### src/rtl/seg14_scan_ctrl.sv
// Scan scheduler for a multiplexed 14-segment display: double-buffered message store,
// dead-time blanking between digits, PWM brightness gating and frame-based scrolling.
module seg14_scan_ctrl #(
    parameter int DIGITS  = 12,
    parameter int MSG_LEN = 16,
    parameter int SEG_W   = 14,
    parameter int DEAD    = 2
) (
`ifdef USE_POWER_PINS
    inout  wire                         vdd,
    inout  wire                         vss,
`endif
    input  logic                        clk,
    input  logic                        rst_n,
    input  logic                        enable_i,
    input  logic                        wr_valid_i,
    output logic                        wr_ready_o,
    input  logic [$clog2(MSG_LEN)-1:0]  wr_addr_i,
    input  logic [SEG_W-1:0]            wr_data_i,
    input  logic                        swap_i,
    input  logic [15:0]                 scan_div_i,
    input  logic [3:0]                  bright_i,
    input  logic                        scroll_en_i,
    input  logic [7:0]                  scroll_div_i,
    output logic [DIGITS-1:0]           sel_o,
    output logic [SEG_W-1:0]            segm_o,
    output logic                        frame_done_o
);

    localparam int AW      = $clog2(MSG_LEN);
    localparam int DW      = $clog2(DIGITS);
    localparam int MIN_LEN = DEAD + 2;

    typedef enum logic [1:0] {IDLE, BLANK, DRIVE} state_t;

    state_t             state_q, state_d;
    logic [15:0]        cnt_q, cnt_d;
    logic [15:0]        drive_len_q, drive_len_d;
    logic [15:0]        slot_len, drive_len_now;
    logic [DW-1:0]      digit_q, digit_d;
    logic [3:0]         pwm_q, pwm_d;
    logic [AW-1:0]      offset_q;
    logic [7:0]         fcnt_q;
    logic               swap_pend_q;
    logic               frame_end, do_copy, pwm_on;
    logic [AW-1:0]      rd_idx;
    logic [DIGITS-1:0]  sel_q, sel_d;
    logic [SEG_W-1:0]   segm_q, segm_d;
    logic               frame_done_q, frame_done_d;
    logic [SEG_W-1:0]   shadow_q [MSG_LEN];
    logic [SEG_W-1:0]   active_q [MSG_LEN];

    assign slot_len      = (scan_div_i < 16'(MIN_LEN)) ? 16'(MIN_LEN) : scan_div_i;
    assign drive_len_now = slot_len - 16'(DEAD);
    assign rd_idx        = offset_q + AW'(digit_q);
    assign pwm_on        = (bright_i == 4'hF) || (pwm_q < bright_i);
    assign do_copy       = swap_pend_q && ((state_q == IDLE) || frame_end);
    assign wr_ready_o    = ~swap_pend_q;

    assign sel_o         = sel_q;
    assign segm_o        = segm_q;
    assign frame_done_o  = frame_done_q;

    // Outputs are computed from the current state and registered, giving one cycle of latency;
    // enable is folded in so a disable blanks the pins on the very next cycle.
    always_comb begin
        state_d      = state_q;
        cnt_d        = cnt_q + 16'd1;
        digit_d      = digit_q;
        drive_len_d  = drive_len_q;
        pwm_d        = pwm_q + 4'd1;
        sel_d        = '0;
        segm_d       = '0;
        frame_done_d = 1'b0;
        frame_end    = 1'b0;
        if (!enable_i) begin
            state_d = IDLE;
            cnt_d   = '0;
            digit_d = '0;
        end else begin
            case (state_q)
                IDLE: begin
                    state_d     = BLANK;
                    cnt_d       = '0;
                    digit_d     = '0;
                    drive_len_d = drive_len_now;
                end
                BLANK: begin
                    if (cnt_q == 16'(DEAD - 1)) begin
                        state_d = DRIVE;
                        cnt_d   = '0;
                        pwm_d   = '0;
                    end
                end
                DRIVE: begin
                    if (pwm_on) begin
                        sel_d          = '0;
                        sel_d[digit_q] = 1'b1;
                        segm_d         = active_q[rd_idx];
                    end
                    if (cnt_q == drive_len_q - 16'd1) begin
                        state_d     = BLANK;
                        cnt_d       = '0;
                        drive_len_d = drive_len_now;
                        if (digit_q == DW'(DIGITS - 1)) begin
                            digit_d      = '0;
                            frame_end    = 1'b1;
                            frame_done_d = 1'b1;
                        end else begin
                            digit_d = digit_q + DW'(1);
                        end
                    end
                end
                default: state_d = IDLE;
            endcase
        end
    end

    always_ff @(posedge clk or negedge rst_n) begin
        if (!rst_n) begin
            state_q      <= IDLE;
            cnt_q        <= '0;
            drive_len_q  <= 16'(MIN_LEN - DEAD);
            digit_q      <= '0;
            pwm_q        <= '0;
            sel_q        <= '0;
            segm_q       <= '0;
            frame_done_q <= 1'b0;
        end else begin
            state_q      <= state_d;
            cnt_q        <= cnt_d;
            drive_len_q  <= drive_len_d;
            digit_q      <= digit_d;
            pwm_q        <= pwm_d;
            sel_q        <= sel_d;
            segm_q       <= segm_d;
            frame_done_q <= frame_done_d;
        end
    end

    // A pending swap blocks writes, so a write and the copy never hit the same edge.
    always_ff @(posedge clk or negedge rst_n) begin
        if (!rst_n) begin
            swap_pend_q <= 1'b0;
        end else if (!swap_pend_q && swap_i) begin
            swap_pend_q <= 1'b1;
        end else if (do_copy) begin
            swap_pend_q <= 1'b0;
        end
    end

    always_ff @(posedge clk or negedge rst_n) begin
        if (!rst_n) begin
            for (int i = 0; i < MSG_LEN; i++) begin
                shadow_q[i] <= '0;
                active_q[i] <= '0;
            end
        end else begin
            if (wr_valid_i && wr_ready_o) begin
                shadow_q[wr_addr_i] <= wr_data_i;
            end
            if (do_copy) begin
                for (int i = 0; i < MSG_LEN; i++) begin
                    active_q[i] <= shadow_q[i];
                end
            end
        end
    end

    // The >= keeps the step cadence sane if scroll_div is lowered below the running count.
    always_ff @(posedge clk or negedge rst_n) begin
        if (!rst_n) begin
            offset_q <= '0;
            fcnt_q   <= '0;
        end else if (!scroll_en_i) begin
            offset_q <= '0;
            fcnt_q   <= '0;
        end else if (frame_end) begin
            if (fcnt_q >= scroll_div_i) begin
                fcnt_q   <= '0;
                offset_q <= offset_q + AW'(1);
            end else begin
                fcnt_q <= fcnt_q + 8'd1;
            end
        end
    end

endmodule

### config.mk
export PLATFORM = sky130hd
export DESIGN_NAME = seg14_scan_ctrl
export DESIGN_NICKNAME = d
export VERILOG_FILES = /design/src/rtl/seg14_scan_ctrl.sv
export SDC_FILE = /design/constraint.sdc
export NUM_CORES = 1
export LEC_CHECK = 0
export ABC_AREA = 0
export CAP_MARGIN = 30
export CORE_MARGIN = 2
export CORE_UTILIZATION = 42
export CTS_CLUSTER_DIAMETER = 200
export DETAILED_ROUTE_END_ITERATION = 10
export GPL_TIMING_DRIVEN = 0
export SETUP_SLACK_MARGIN = 0.4
export SKIP_CTS_REPAIR_TIMING = 1
export SLEW_MARGIN = 30
export SYNTH_ARGS = -nofsm -noshare
export SYNTH_HDL_FRONTEND = slang
export SYNTH_SLANG_ARGS = --single-unit
export TNS_END_PERCENT = 5
### constraint.sdc
create_clock -name clk -period 3.84 [get_ports clk]
set_input_delay 0.576 -clock clk [delete_from_list [all_inputs] [get_ports clk]]
set_output_delay 0.576 -clock clk [all_outputs]
set_load 0.1 [all_outputs]
==> qor.yml <==
htreeDepth: 2
wl_um: 53800
ios: 80
async_flop_share_pct: 100
ir_drop_mv: 0.408
start_kind: "flip-flop"
die_x_um: 240
dr_total_vias: 13816
avgSynthCellArea_um2: 14.1
portBuffers: 78
setup_viol: 0
path_class: "flip-flop to flip-flop"
area.growth.synth_to_final_pct: 17.5
grt_pass1_wl_um: 85000
cts_tree: "done"
maxCapViolCount: 0
floorplan.core_area_mm2: 0.0551
antenna_found_initial: 3
die_y_um: 240
power.internal_uw: 13700
dr.pass1.iters: 5
ant_nets: 0
dieArea_mm2: 0.0577
postLayoutCoreUtil_pct: 50.0
grt_pass1_vias: 14506
synth_nets: 1736
synth_top_area_share_pct: 56.5
yosys-top-cells-area: "dfrtp_1, mux2_2, mux2_1, mux4_2, nand2_1"
tightest_slew_ps: 1010
numCtsBuffers: 56
crit_required_ps: 4370
power_frac_clock_pct: 29.8
finalHoldViolCount: 0
initial_core_util_pct: 42.5
gr-total-overflow: 0
synth_warnings: 0
synthAdderAreaFrac_pct: 1.42
switchingPower_uw: 5330
yosysSeqAreaShare_pct: 56.6
synth_top_family_by_area: "multiplexers"
clock-sinks: 530
cp.arrival_ps: 3870
gp_congestion: 0.836
drv_slew: 0
max-slew-margin-rel_pct: 32.6
synth_edf_count: 0
regArea_mm2: 0.0133
fin_nets: 1891
synth_cells: 1658
path_clk_slew_ps: 60
switching_share_pct: 28.0
clockRootBuffer: "clkbuf_16"
grt_use_total_pct: 19.2
yosysMostFrequentCell: "dfrtp_1"
seq_power_share_pct: 45.9
worstSetupEndpointType: "flip-flop"
crit_fanout: 10
yosys.area_share.simple_pct: 7.77
drive_gt1_share_pct: 28.3
fmax_mhz: 300
synthFlopType: "dfrtp_1"
drc: 0
first_iter_violations: 761
synthXorXnorAreaFrac_pct: 1.93
rsz0062_at_grt: "true"
ys_types: 70
ys_ff_latch: 530
min_path_type: "primary input to flip-flop"
combPwrFrac_pct: 24.2
yosysTopAreaCell: "dfrtp_1"
nFillCells: 4812
multi_input_area_mm2: 0.00969
p_leak_uw: 0.0125
p_per_area_mw_per_mm2: 691
detail_route.vias_per_cell: 5.29
period_minus_slack_ps: 3330
clock_path_buffers: 3
grt_max_degree: 92
final.period_utilization_pct: 86.8
hpwl_um: 37900
whs_ps: 422
finClkSkew_ps: 26.1
routedWlPerCell_um: 20.6
outcome: "completed"
clk_latency_ps: 620
rows: 86
synth_compound_area_share_pct: 2.02
ys_top_cells_by_count: "dfrtp_1, mux2_2, mux2_1"
syn-cell-area_mm2: 0.0234
synth_mux_area_share_pct: 27.8
placed cells by master, fill, tap and decap left out, types with 7 or more instances in the layout:
cell type	count
buf_6	14
clkdlybuf4s50_1	77
nor2b_1	12
a21oi_1	9
buf_2	11
clkinv_2	7
mux2_2	295
mux4_2	56
nor2_1	54
clkbuf_1	57
mux2_1	167
and2_1	7
nand2_1	110
buf_4	16
clkbuf_2	8
nand3b_1	21
nand4_1	9
nor3_1	13
buf_1	9
inv_1	24
xnor2_1	22
clkbuf_8	18
ha_1	25
o211ai_1	10
o21ai_0	9
xor2_1	25
clkbuf_16	57
dfrtp_1	529
nand3_1	30
nand2b_1	10
and3_1	37
worst max-delay path: stages (launching register included):
cell and delay, ps:
dfrtp_1 480, ha_1 220, inv_1 50, fa_1 430, xor2_1 790, clkbuf_1 720, nand2_1 130, nand3_1 190
and3_1 230
registers in the layout, indices dropped and copies added, names as in the netlist:
| name | cells |
|---|---|
| digit_q | 4 |
| cnt_q | 16 |
| offset_q | 4 |
| frame_done_o | 1 |
| sel_o | 12 |
| drive_len_q | 16 |
| fcnt_q | 8 |
| shadow_q | 224 |
| state_q | 2 |
| pwm_q | 4 |
| segm_o | 14 |
| active_q | 224 |
| swap_pend_q | 1 |
area by class of cell:
| cell class | instances | share of cell area, % |
|---|---|---|
| flip-flops and latches | 530 | 48.1 |
| well taps | 748 | 3.40 |
| clock inverters | 18 | 0.954 |
| inverters | 24 | 0.327 |
| multi-input cells | 1010 | 35.2 |
| clock buffers | 86 | 6.23 |
| diodes | 3 | 0.0273 |
| repair buffers | 97 | 3.91 |
| plain buffers | 94 | 1.83 |
cells by family after synthesis:
group           Yosys count
compound gates           63
simple gates            347
buf+inv                 118
mux                     524
xor+xnor                 50
fa+ha+maj                26
flops                   530
worst paths after layout:
kind,depth (start not counted),start,slack (ps),endpoint
worst max-delay path,8,digit_q[0],510,segm_o[0]
worst min-delay path,3,enable_i,420,digit_q[1]
worst max register to register,8,digit_q[0],510,segm_o[0]
worst min register to register,1,shadow_q[199],450,active_q[199]
max in group asynchronous,5,rst_n,1870,active_q[119]
min in group asynchronous,2,rst_n,470,drive_len_q[12]
layer usage:
metal / wire, µm / global-route usage (%)
met4: 1170 / 5.10
met3: 1720 / 3.27
met1: 25700 / 27.2
met2: 25200 / 30.8
met5: 0 / 0
stage by stage:
stage	setup TNS [ps]	cell area, µm²	setup slack (ps)	power [µW]	instances
final	0	27500	506	19000	2610
after global routing	0	27500	363	20100	2610
after detailed placement	-9.99	25400	-5.18	13300	2490
after global placement	-	25200	-20970	13100	2484
after floorplan	0	23400	803	11900	1658
after CTS	-164	27300	-27.9	19100	2594
power groups by stage:
stage	sequential, µW	clock, µW	combinational (µW)
final	8740	5680	4610
after global routing	9000	6040	5040
after CTS	8730	5820	4550
after detailed placement	8820	0	4520
after global placement	8770	0	4330
after floorplan	8420	0	3510
No activity file was read; power rests on OpenSTA's default activity.
